`src/rtl/mem_ctrl_pkg.sv`:
```
// rtl/mem_ctrl_pkg.sv - shared state encodings and word/byte constants for mem_ctrl
package mem_ctrl_pkg;

  localparam int WORD_W         = 32;
  localparam int RAM_DW         = 8;
  localparam int BYTES_PER_WORD = WORD_W / RAM_DW;

  // Reads need one extra cycle to catch the last byte behind the RAM latency.
  localparam logic [2:0] LAST_RD_CNT = 3'd4;
  localparam logic [2:0] LAST_WR_CNT = 3'd3;

  typedef enum logic [2:0] {
    ST_IDLE   = 3'd0,
    ST_IF_RD  = 3'd1,
    ST_MEM_RD = 3'd2,
    ST_MEM_WR = 3'd3,
    ST_DONE   = 3'd4
  } state_t;

  typedef enum logic {
    OWN_IF  = 1'b0,
    OWN_MEM = 1'b1
  } owner_t;

  function automatic logic [RAM_DW-1:0] word_byte(input logic [WORD_W-1:0] word,
                                                  input logic [1:0] idx);
    word_byte = word[idx*RAM_DW +: RAM_DW];
  endfunction

endpackage

```
`src/rtl/mem_ctrl.sv`:
```
// rtl/mem_ctrl.sv - arbitrates IF fetches and MEM loads/stores onto a byte-wide RAM
module mem_ctrl
  import mem_ctrl_pkg::*;
(
  input  logic                clk,
  input  logic                rst,
  input  logic                if_req,
  input  logic [WORD_W-1:0]   if_addr,
  output logic [WORD_W-1:0]   if_data,
  output logic                stallreq_if,
  input  logic                mem_req,
  input  logic                mem_we,
  input  logic [WORD_W-1:0]   mem_addr,
  input  logic [WORD_W-1:0]   mem_wdata,
  input  logic [3:0]          mem_sel,
  output logic [WORD_W-1:0]   mem_rdata,
  output logic                stallreq_mem,
  output logic [WORD_W-1:0]   ram_addr,
  output logic                ram_wr,
  output logic [RAM_DW-1:0]   ram_dout,
  input  logic [RAM_DW-1:0]   ram_din
);

  state_t              state;
  owner_t              owner;
  logic [2:0]          cnt;
  logic [WORD_W-1:0]   base;
  logic [WORD_W-1:0]   wdata;
  logic [3:0]          sel;
  logic [23:0]         rd_buf;
  logic                busy;
  logic [2:0]          offs;

  always_ff @(posedge clk) begin
    if (rst) begin
      state     <= ST_IDLE;
      owner     <= OWN_IF;
      cnt       <= 3'd0;
      base      <= '0;
      wdata     <= '0;
      sel       <= 4'd0;
      rd_buf    <= 24'd0;
      if_data   <= '0;
      mem_rdata <= '0;
    end else begin
      case (state)
        ST_IDLE: begin
          cnt <= 3'd0;
          // MEM has priority; IF may starve while mem_req stays high.
          if (mem_req) begin
            base  <= mem_addr;
            wdata <= mem_wdata;
            sel   <= mem_sel;
            owner <= OWN_MEM;
            state <= mem_we ? ST_MEM_WR : ST_MEM_RD;
          end else if (if_req) begin
            base  <= if_addr;
            owner <= OWN_IF;
            state <= ST_IF_RD;
          end
        end
        ST_IF_RD, ST_MEM_RD: begin
          case (cnt)
            3'd1:    rd_buf[7:0]   <= ram_din;
            3'd2:    rd_buf[15:8]  <= ram_din;
            3'd3:    rd_buf[23:16] <= ram_din;
            default: ;
          endcase
          if (cnt == LAST_RD_CNT) begin
            state <= ST_DONE;
            if (state == ST_IF_RD) if_data   <= {ram_din, rd_buf};
            else                   mem_rdata <= {ram_din, rd_buf};
          end else begin
            cnt <= cnt + 3'd1;
          end
        end
        ST_MEM_WR: begin
          if (cnt == LAST_WR_CNT) state <= ST_DONE;
          else                    cnt   <= cnt + 3'd1;
        end
        ST_DONE: state <= ST_IDLE;
        default: state <= ST_IDLE;
      endcase
    end
  end

  // The final read cycle keeps the last byte address so a top-of-memory word never shows address 0.
  always_comb begin
    busy = (state == ST_IF_RD) || (state == ST_MEM_RD) || (state == ST_MEM_WR);
    offs = (cnt > 3'd3) ? 3'd3 : cnt;
    ram_addr = busy ? base + {29'd0, offs} : '0;
    ram_wr   = !rst && (state == ST_MEM_WR) && sel[cnt[1:0]];
    ram_dout = (state == ST_MEM_WR) ? word_byte(wdata, cnt[1:0]) : '0;
  end

  assign stallreq_if  = !rst && if_req  && !((state == ST_DONE) && (owner == OWN_IF));
  assign stallreq_mem = !rst && mem_req && !((state == ST_DONE) && (owner == OWN_MEM));

endmodule
```
`config.mk`:
```
export PLATFORM = sky130hd
export DESIGN_NAME = mem_ctrl
export DESIGN_NICKNAME = d
export VERILOG_FILES = /design/src/rtl/mem_ctrl_pkg.sv /design/src/rtl/mem_ctrl.sv
export SDC_FILE = /design/constraint.sdc
export NUM_CORES = 1
export LEC_CHECK = 0
export BUFFER_PORTS_ARGS = -buffer_cell sky130_fd_sc_hd__buf_4
export CORE_AREA = 2 2 118 120
export DETAILED_ROUTE_END_ITERATION = 10
export DIE_AREA = 0 0 120 122
export PLACE_DENSITY = 0.81
export SETUP_SLACK_MARGIN = 0.4
export SLEW_MARGIN = 0
export SYNTH_ARGS = -nofsm -noshare
export SYNTH_HDL_FRONTEND = slang
export SYNTH_SLANG_ARGS = --single-unit
```
`constraint.sdc`:
```
create_clock -name clk -period 4.7 [get_ports clk]
set_input_delay 0.235 -clock clk [delete_from_list [all_inputs] [get_ports clk]]
set_output_delay 0.235 -clock clk [all_outputs]
set_load 0.01 [all_outputs]
```
## Yosys cells after proc, flatten, opt, wreduce, memory -nomap -nowiden

Cells that the tools add are included.

- Register bits: 163
- Input port bits: 113
- Output and inout port bits: 107
- Logic and storage cells: 75

- Add/subtract/negate cells: 2
- $lt $le $gt $ge: 2
- Equality and inequality tests: 13
- Shift operators: 1
- Mux-type cells: 18
- Bitwise logic cells: 2
- Reductions and logical operators: 26

Operator list:

| kind | count |
|---|---|
| 32-bit two-way mux | 3 |
| 32-bit by 3-bit adder with 32-bit output | 1 |
| 32-bit by 6-bit indexed part select with 8-bit output | 1 |
| 3-bit two-way mux | 7 |
| 3-bit one-hot mux with 3 select lines | 2 |
| 3-bit by 2-bit equality test with 1-bit output, second input constant | 4 |
| 3-bit AND reduction | 4 |
| 2-bit AND reduction | 5 |
| 1-bit logical AND | 8 |
| 8-bit two-way mux | 1 |
| 2-bit inequality test, second input constant | 4 |
| 3-bit by 1-bit equality test with 1-bit output, second input constant | 2 |
| 3-bit equality test, second input constant | 2 |
| 1-bit two-way mux | 4 |
| 3-bit by 1-bit adder with 3-bit output, second input constant | 1 |
| 3-bit by 2-bit greater-than comparator with 1-bit output, second input constant | 1 |
| 1-bit zero test | 3 |
| 3-bit zero test | 1 |
| 2-bit by 3-bit < comparator with 1-bit output, second input constant | 1 |
| 3-bit inequality test, second input constant | 1 |
| 3-bit nonzero test | 1 |
| 1-bit binary-select mux with 2-bit select | 1 |
| 1-bit logical OR | 2 |
| 1-bit NOT | 2 |
| other kinds (2) | 2 |

## Depth between registers and ports, before layout

Gate-level depths: netlist of run 1.

- Word-level depth: 4
- Depth in mapped cells: 12
- Gate-level depth less buffers: 11

## Worst setup path after synthesis of run 1

No wires, ideal clock.

- Path kind: register to output
- Start: register cnt[0]
- End: output ram_addr[16]
- Arrival: 3130 ps
- Data required time: 4465 ps
- Path slack: 1335 ps
- Cell stages (with the launch flop): 11
- Buffers on the path: 1
- Cell sequence: dfxtp_1 > clkbuf_1 > inv_1 > nand2_1 > ha_1 > inv_1 > fa_1 > nor2b_1 > o2111ai_1 > or4b_2 > a21oi_1

- Longest elaborated chain between the ends: 4

RTL lines:

| item | line | text |
|---|---|---|
| from (decl) | mem_ctrl.sv:26 | `logic [2:0] cnt;` |
| from (signal assigned) | mem_ctrl.sv:74 | `cnt <= cnt + 3'd1;` |
| from (signal assigned) | mem_ctrl.sv:79 | `else cnt <= cnt + 3'd1;` |
| 3-bit by 2-bit greater-than comparator with 1-bit output | mem_ctrl.sv:90 | `offs = (cnt > 3'd3) ? 3'd3 : cnt;` |
| 3-bit two-way mux * | mem_ctrl.sv:90 |  |
| 32-bit by 3-bit adder with 32-bit output * | mem_ctrl.sv:91 | `ram_addr = busy ? base + {29'd0, offs} : '0;` |
| 32-bit two-way mux * | mem_ctrl.sv:91 |  |
| to (decl) | mem_ctrl.sv:18 | `output logic [WORD_W-1:0] ram_addr,` |

Mark *: on every way between the ends. The rest lies on a longest branch, timed or not.

## Worst setup path in the final report of run 1

- Start: register cnt[1]
- End: output ram_addr[16]

Same word-level chain as after synthesis.

==> results.toml, run 1 <==
[global_routing]
grt_use_total_pct = 27.2
grt_max_degree = 97
gr-total-overflow = 0
antenna_found_initial = 0
grt_pass1_wl_um = 31600
grt_pass1_vias = 6404

[timing]
maxSlewHeadroom_pct = 17.5
hold_violations = 0
rsz0062_at_grt = "no"
timing.final.ws_setup_ps = 626
setup_viol = 0
fin_crit_ps = 4070
finalCritPeriodShare_pct = 86.7
fin_tns_setup_ps = 0
worstMarginPinSlew_ps = 1230
fmax_mhz = 245
fin_skew_ps = 15.2
maxSlewViolCount = 0
hold_slack_ps = 58.9

[routing]
routed_wl_um = 20100
vias = 7008
drtAntennaViolNets = 0
drt-vias-per-instance = 5.50
drc_errors = 0
drt_iter0_markers = 532
firstDrtPassIters = 5
wl_per_cell_um = 15.8

[placed_design]
dp_hpwl_um = 13700
dp_slack_ps = 834
io_buffer_count = 219
gp_congestion = 0.913
dp_cells = 1243

[finish]
num_antenna_cells = 0
syn_to_final_growth_pct = 31.4
drive_gt1_share_pct = 25.1
num-fill-cells = 1104
final_cells = 1275
final_nets = 1204

[synth]
syn_nets = 1028
yosysMostFrequentCell = "nand2_1"
synth-compound-area-share_pct = 14.7
synth_area_leaders = "dfxtp_1 44%, nand2_1 11%, mux2i_1 8.4%, a21oi_1 7.9%, nor2_1 3.6%"
yosysSeqAreaShare_pct = 44.2
synthAdderAreaFrac_pct = 1.63
synth_edf_count = 0
synth_mux_area_share_pct = 10.9
synth_top_area_share_pct = 44.2
synth_cells = 906
synth_seq_cells = 163
syn_area_um2 = 7380
synth_top_cell_by_area = "dfxtp_1"
synth_xor_area_share_pct = 1.42
synth_top_family_by_area = "simple AND/OR/NAND/NOR gates"
yosys_most_used_dff = "dfxtp_1"
synthSimpleGateAreaFrac_pct = 22.8
synth_cell_types = 44
postSynthAreaPerCell_um2 = 8.14
yosysWarnings = 0
async_flop_share_pct = 0
synth_common_cells = "224 x nand2_1, 163 x dfxtp_1, 117 x a21oi_1, 71 x nor2_1, 62 x mux2i_1"

[pwr]
p_leak_uw = 0.00408
vdd_drop_max_mv = 0.220
power_density_nw_per_um2 = 356
total_power_uw = 3450

[outcome]
outcome = "finished, final reports clean"

[hold_path]
hold_path_class = "input port to flop"

[floorplanning]
chipHeight_um = 122
core_um2 = 13500
die-width_um = 120
row_count = 43
dieArea_um2 = 14600
start_util_pct = 54.6
io-pin-count = 220

[critical_path]
worstSetupStartpointType = "flop"
arrival_ps = 3840
critical_path_class = "flop to primary output"
end_kind = "primary output"
critPathMaxFanout = 14
required_ps = 4470

[job]
max_cap_viol_count = 0

[clocking]
cts_tree = "yes"
clk_pin_slew_worst_paths_ps = 60
clkLatencyLatePin_ps = 430
htree_levels = 4
clk_path_buf_depth = 2
clock-sinks = 163
cts-root-buf = "clkbuf_16"
numCtsBuffers = 17
postCtsSetupRepairBufs = 0
## per-layer routing
| layer | wire length (µm) | track usage (%) | up-vias |
|---|---|---|---|
| met1 | 9010 | 35.3 | 3237 |
| met3 | 1290 | 5.95 | 25 |
| met5 | 0 | 0 | - |
| met2 | 9460 | 44.9 | 266 |
| met4 | 368 | 9.49 | 0 |
| li1 | - | - | 3480 |
## state kept, by name (all words and copies together), names as in the netlist
signal     cells
if_data       32
wdata         32
mem_rdata     32
cnt            3
base          32
rd_buf        24
sel            4
owner          1
state          3
## worst paths after layout
path              cells after the start                    from  slack (ps)                  endpoint
setup / recovery                     12     cnt[1]$_SDFFE_PP0P_         630              ram_addr[16]
hold / removal                        3           mem_wdata[27]          60    wdata[27]$_SDFFE_PP0P_
setup reg to reg                      8     cnt[0]$_SDFFE_PP0P_        2080  if_data[27]$_SDFFE_PP0P_
hold reg to reg                       2  wdata[20]$_SDFFE_PP0P_         450    wdata[20]$_SDFFE_PP0P_
## metrics by stage
| step | utilization [%] | cell area (µm²) |
|---|---|---|
| floorplan | - | 7380 |
| CTS | 71.7 | 9690 |
| detailed placement | 67.1 | 9060 |
| global route | 71.8 | 9690 |
| global placement | 67.1 | 9060 |
| finish | 71.8 | 9690 |
## cells in the final DEF (no fill, tap or decap), drive strengths merged, types with 2 or more instances in the layout
cell type  synthesis  routed
xor2               8       8
clkbuf            59      17
a21oi            117     117
o211ai             5       5
or3                8       8
inv               13      18
xnor2              4       4
and3              12      12
nand2b            10      10
or4                9       9
ha                 8       8
mux2i             62      62
or4b               2       2
clkinvlp           0       2
and4               4       4
nand3             11      11
nand2            224     224
bufinv             0       3
buf               10     226
nor4               5       5
clkinv             0       5
and2               4       4
nand4              6       6
mux4               8       8
nor3              10      10
and4b              2       2
a211oi            34      34
a311oi             2       2
o31ai              9       9
nor2              71      71
o21ai              9       9
o2111ai            3       3
dfxtp            163     163
nor2b              4       4
## kinds of logic after synthesis
family,after synthesis
and+or+nand+nor,384
AOI/OAI and AO/OA,185
DFF,163
buffers and inverters,82
muxes,70
xor gates and xnor gates,12
adders and majority gates,9
other,1
## critical path: stages (launching register included)
cell and delay [ps]:
dfxtp_2 420, ha_1 240, ha_1 230, nand2b_1 190, nand2_1 90, ha_1 190, inv_1 60, fa_1 420
nor2b_2 270, o2111ai_1 290, or4b_2 710, a21oi_1 160, buf_4 150
## power by group
group	switching, µW	internal [µW]	total [µW]	leakage, µW
sequential	86.5	1450	1540	0.00133
clock	590	852	1440	0.000300
combinational	255	219	474	0.00246
## cell type report
type | count | area, µm² | share of cell area, %
clock inverters | 15 | 199 | 2.05
multi-input cells | 661 | 3830 | 39.5
inverters | 13 | 48.8 | 0.504
clock buffers | 17 | 425 | 4.39
well taps | 180 | 225 | 2.32
repair buffers | 226 | 1700 | 17.5
flip-flops and latches | 163 | 3260 | 33.7
## what timing repair did
action | CTS | global route
endpoints found under the setup margin | 2 | 9
hold buffers | 0 | 0
resized for setup | 1 | 2
No activity file was read; power rests on OpenSTA's default activity.
==> run 2: changes to the inputs <==
CORE_AREA = 2 2 116 118   (was 2 2 118 120)
CTS_BUF_LIST = sky130_fd_sc_hd__clkbuf_4   (was not set)
CTS_CLUSTER_DIAMETER = 50   (was not set)
DIE_AREA = 0 0 118 120   (was 0 0 120 122)
PLACE_DENSITY = 0.83   (was 0.81)
SLEW_MARGIN = not set   (was 0)
==> results.toml, run 2 (same netlist as run 1, synthesis figures left out) <==
[placed_design]
placed_area_um2 = 9070
io_buffer_count = 219
gp_congestion = 0.918
dp_hpwl_um = 13700

[critical_path]
end_kind = "primary output"
arrival_ps = 3870
critical_path_class = "flop to primary output"
critPathMaxFanout = 14
worstSetupStartpointType = "flop"
required_ps = 4470

[timing]
fmax_mhz = 243
maxSlewViolCount = 0
hold_slack_ps = 43.0
fin_skew_ps = 18.6
fin_tns_setup_ps = 0
rsz0062_at_grt = "yes"
hold_violations = 0
worstMarginPinSlew_ps = 1230
setup_viol = 0
finalCritPeriodShare_pct = 87.4
maxSlewHeadroom_pct = 17.8
fin_crit_ps = 4110

[finish]
utilization_pct = 78.3
multi_input_area_um2 = 3840
final_nets = 1281
final_common_cell = "buf_4"
final_cell_mix = "229 x buf_4, 224 x nand2_1, 162 x dfxtp_1"
drive_gt1_share_pct = 23.8
num-fill-cells = 914
final_cell_area_um2 = 10200
syn_to_final_growth_pct = 37.9
seq_area_um2 = 3270

[floorplanning]
row_count = 42
chipHeight_um = 120
dieArea_um2 = 14200
core_um2 = 13000
die-width_um = 118
start_util_pct = 56.8
io-pin-count = 220

[global_routing]
grt_use_total_pct = 31.1
antenna_found_initial = 1
grt_pass1_wl_um = 35300
grt_max_degree = 85
gr-total-overflow = 0
grt_pass1_vias = 7116

[clocking]
clkLatencyLatePin_ps = 580
numCtsBuffers = 17
htree_levels = 4
clk_pin_slew_worst_paths_ps = 130
cts-root-buf = "clkbuf_4"
postCtsSetupRepairBufs = 0
clock-sinks = 163
clk_path_buf_depth = 2
cts_tree = "yes"

[routing]
wl_per_cell_um = 16.3
routed_wl_um = 22000
firstDrtPassIters = 6
vias = 7516
drt_iter0_markers = 663
drt-vias-per-instance = 5.57
drtAntennaViolNets = 0
drc_errors = 0

[job]
max_cap_viol_count = 0

[pwr]
p_leak_uw = 0.00427
power_density_nw_per_um2 = 296
vdd_drop_max_mv = 0.268

[outcome]
outcome = "finished, final reports clean"

[hold_path]
hold_path_class = "input port to flop"
==> run 2: cell type report <==
class	count	area share, %
Antenna cell	1	0.0246
Clock buffer	17	1.26
Clock inverter	15	2.01
Inverter	13	0.480
Multi-Input combinational cell	661	37.8
Sequential cell	163	32.1
Tap cell	176	2.17
Timing Repair Buffer	303	24.2
==> run 2: final timing paths <==
kind                                      to  slack, ps  cells past startpoint                        from
setup / recovery                ram_addr[22]        590                     14         cnt[1]$_SDFFE_PP0P_
hold / removal         base[23]$_SDFFE_PP0P_         40                      3                mem_addr[23]
setup reg to reg    if_data[22]$_SDFFE_PP0P_       2010                      8         cnt[0]$_SDFFE_PP0P_
hold reg to reg   mem_rdata[15]$_SDFFE_PP0P_        460                      2  mem_rdata[15]$_SDFFE_PP0P_
==> run 2: timing repair <==
item,in CTS,in global routing
endpoints found under the hold margin,93,0
hold buffers,74,0
endpoints found under the setup margin,2,2
resized for setup,2,3
==> run 2: critical path: stages, from the launching register on <==
cell and delay (ps):
dfxtp_4 430, ha_1 220, ha_1 220, nand2b_1 160, nand2_1 80, ha_1 180
inv_1 60, fa_1 400, nor2b_1 140, buf_4 170, o2111ai_2 200, buf_4 230
or4_1 480, a21oi_2 180, buf_4 160
==> run 2: through the flow <==
stage	instances	worst slack, ps	power (µW)
floorplan	906	1330	1830
global placement	1242	993	2020
detailed placement	1242	892	2030
CTS	1348	458	3010
global route	1349	334	3150
finish	1349	591	3010
==> run 2: routing by layer <==
| metal | share of wire, % | vias to the layer above | global-route usage [%] |
|---|---|---|---|
| met3 | 6.9 | 38 | 6.75 |
| met5 | 0 | - | 0 |
| met2 | 51 | 323 | 54.5 |
| li1 | - | 3625 | - |
| met4 | 1.8 | 0 | 10.2 |
| met1 | 40 | 3530 | 38.0 |
==> run 2: power by group <==
| part | leakage, µW | internal (µW) | switching [µW] |
|---|---|---|---|
| logic | 0.00278 | 264 | 272 |
| clock network | 0.000165 | 426 | 515 |
| registers | 0.00133 | 1450 | 86.7 |
==> run 3: changes to the inputs <==
CAP_MARGIN = 20   (was not set)
GPL_TIMING_DRIVEN = 0   (was not set)
==> results.toml, run 3 (same netlist as run 1, synthesis figures left out) <==
[global_routing]
grt_pass1_vias = 7338
gr-total-overflow = 0
grt_pass1_wl_um = 36700
antenna_found_initial = 0
grt_use_total_pct = 32.5
grt_max_degree = 17

[pwr]
total_power_uw = 2890
vdd_drop_max_mv = 0.182
p_leak_uw = 0.00423
power_density_nw_per_um2 = 285

[timing]
fin_tns_setup_ps = 0
fmax_mhz = 244
fin_crit_ps = 4100
rsz0062_at_grt = "no"
maxSlewViolCount = 0
timing.final.ws_setup_ps = 595
hold_violations = 0
finalCritPeriodShare_pct = 87.3
fin_skew_ps = 18.8
setup_viol = 0
worstMarginPinSlew_ps = 824
maxSlewHeadroom_pct = 44.5

[routing]
drc_errors = 0
drt-vias-per-instance = 5.50
vias = 7663
wl_per_cell_um = 16.6
routed_wl_um = 23100
firstDrtPassIters = 5
drt_iter0_markers = 467
drtAntennaViolNets = 0

[critical_path]
arrival_ps = 3870
critPathMostFrequentCell = "ha_1"
max_stage_delay_ps = 430
critical_path_class = "flop to primary output"
crit_chain = "ha_1 -> ha_1 -> nand2b_1 -> nand2_1 -> ha_1 -> inv_1 -> fa_1 -> nor2b_4 -> o2111ai_1 -> buf_2 -> or3_1 -> a21oi_1 -> buf_4"
required_ps = 4470
end_kind = "primary output"
critPathMaxFanout = 10
worstSetupStartpointType = "flop"
crit_path_top_delay_cell = "fa_1"
r2r_slack_ps = 2220

[floorplanning]
chipHeight_um = 120
core_um2 = 13000
dieArea_um2 = 14200
start_util_pct = 56.8
die-width_um = 118
io-pin-count = 220
row_count = 42

[outcome]
outcome = "finished, final reports clean"

[finish]
syn_to_final_growth_pct = 37.5
final_cell_mix = "224 x nand2_1, 218 x buf_4, 162 x dfxtp_1"
drive_gt1_share_pct = 22.3
final_common_cell = "nand2_1"
num_antenna_cells = 0
final_nets = 1326

[placed_design]
gp_congestion = 0.945
dp_slack_ps = 544
io_buffer_count = 217
dp_hpwl_um = 15700

[clocking]
clkLatencyLatePin_ps = 580
htree_levels = 4
clock-sinks = 163
clk_path_buf_depth = 2
cts_tree = "yes"
numCtsBuffers = 17
clk_pin_slew_worst_paths_ps = 130
cts-root-buf = "clkbuf_4"

[hold_path]
hold_path_class = "input port to flop"

[job]
max_cap_viol_count = 0
## run 3: cell type report
cell class | instances | area [µm²]
tap | 176 | 220
clock inverter | 14 | 135
fill | 956 | 2840
multi-input combinational | 661 | 3810
timing repair buffer | 279 | 2250
buffer | 69 | 273
inverter | 13 | 48.8
clock buffer | 18 | 135
sequential | 163 | 3260
## run 3: worst max-delay path, delay by kind of cell (launching register included)
family	cells	cell delay, ps
AOI/OAI and AO/OA	2	490
adders and majority gates	4	1080
buffers and inverters	3	530
DFF	1	390
and+or+nand+nor	4	810
## run 3: report_power, final
part           switching, µW  internal (µW)  total [µW]
clock                    522            274         796
sequential              68.9           1450        1520
combinational            308            264         572
## run 3: per-layer routing
| metal | GRT usage [%] | vias to the layer above | routed length, µm |
|---|---|---|---|
| li1 | - | 3710 | - |
| met1 | 40.6 | 3566 | 9470 |
| met2 | 55.4 | 343 | 11300 |
| met3 | 7.65 | 44 | 1840 |
| met4 | 10.7 | 0 | 533 |
| met5 | 0 | - | 0 |
## run 3: final timing paths
kind	end	depth (start not counted)	from
setup / recovery	ram_addr[18]	13	cnt[1]$_SDFFE_PP0P_
hold / removal	base[28]$_SDFFE_PP0P_	3	if_addr[28]
setup reg to reg	mem_rdata[8]$_SDFFE_PP0P_	9	cnt[1]$_SDFFE_PP0P_
hold reg to reg	wdata[25]$_SDFFE_PP0P_	2	wdata[25]$_SDFFE_PP0P_
## run 3: timing repair
| action | 4_1_cts | 5_1_grt |
|---|---|---|
| hold buffers | 60 | 1 |
| setup buffers | 0 | 1 |
| endpoints found under the hold margin | 86 | 1 |
| resized for setup | 4 | 7 |
| setup endpoints to repair | 10 | 7 |
## run 3: metrics by stage
step           hold slack, ps  instances  util, %  cell area [µm²]
4_1_cts                 0.866       1391     77.9            10100
3_3_place_gp              440       1299     71.1             9230
2_1_floorplan             371        906        -             7380
5_1_grt                  4.06       1393     78.1            10100
3_5_place_dp              444       1299     71.1             9230
6_report                 21.4       1393     78.1            10100
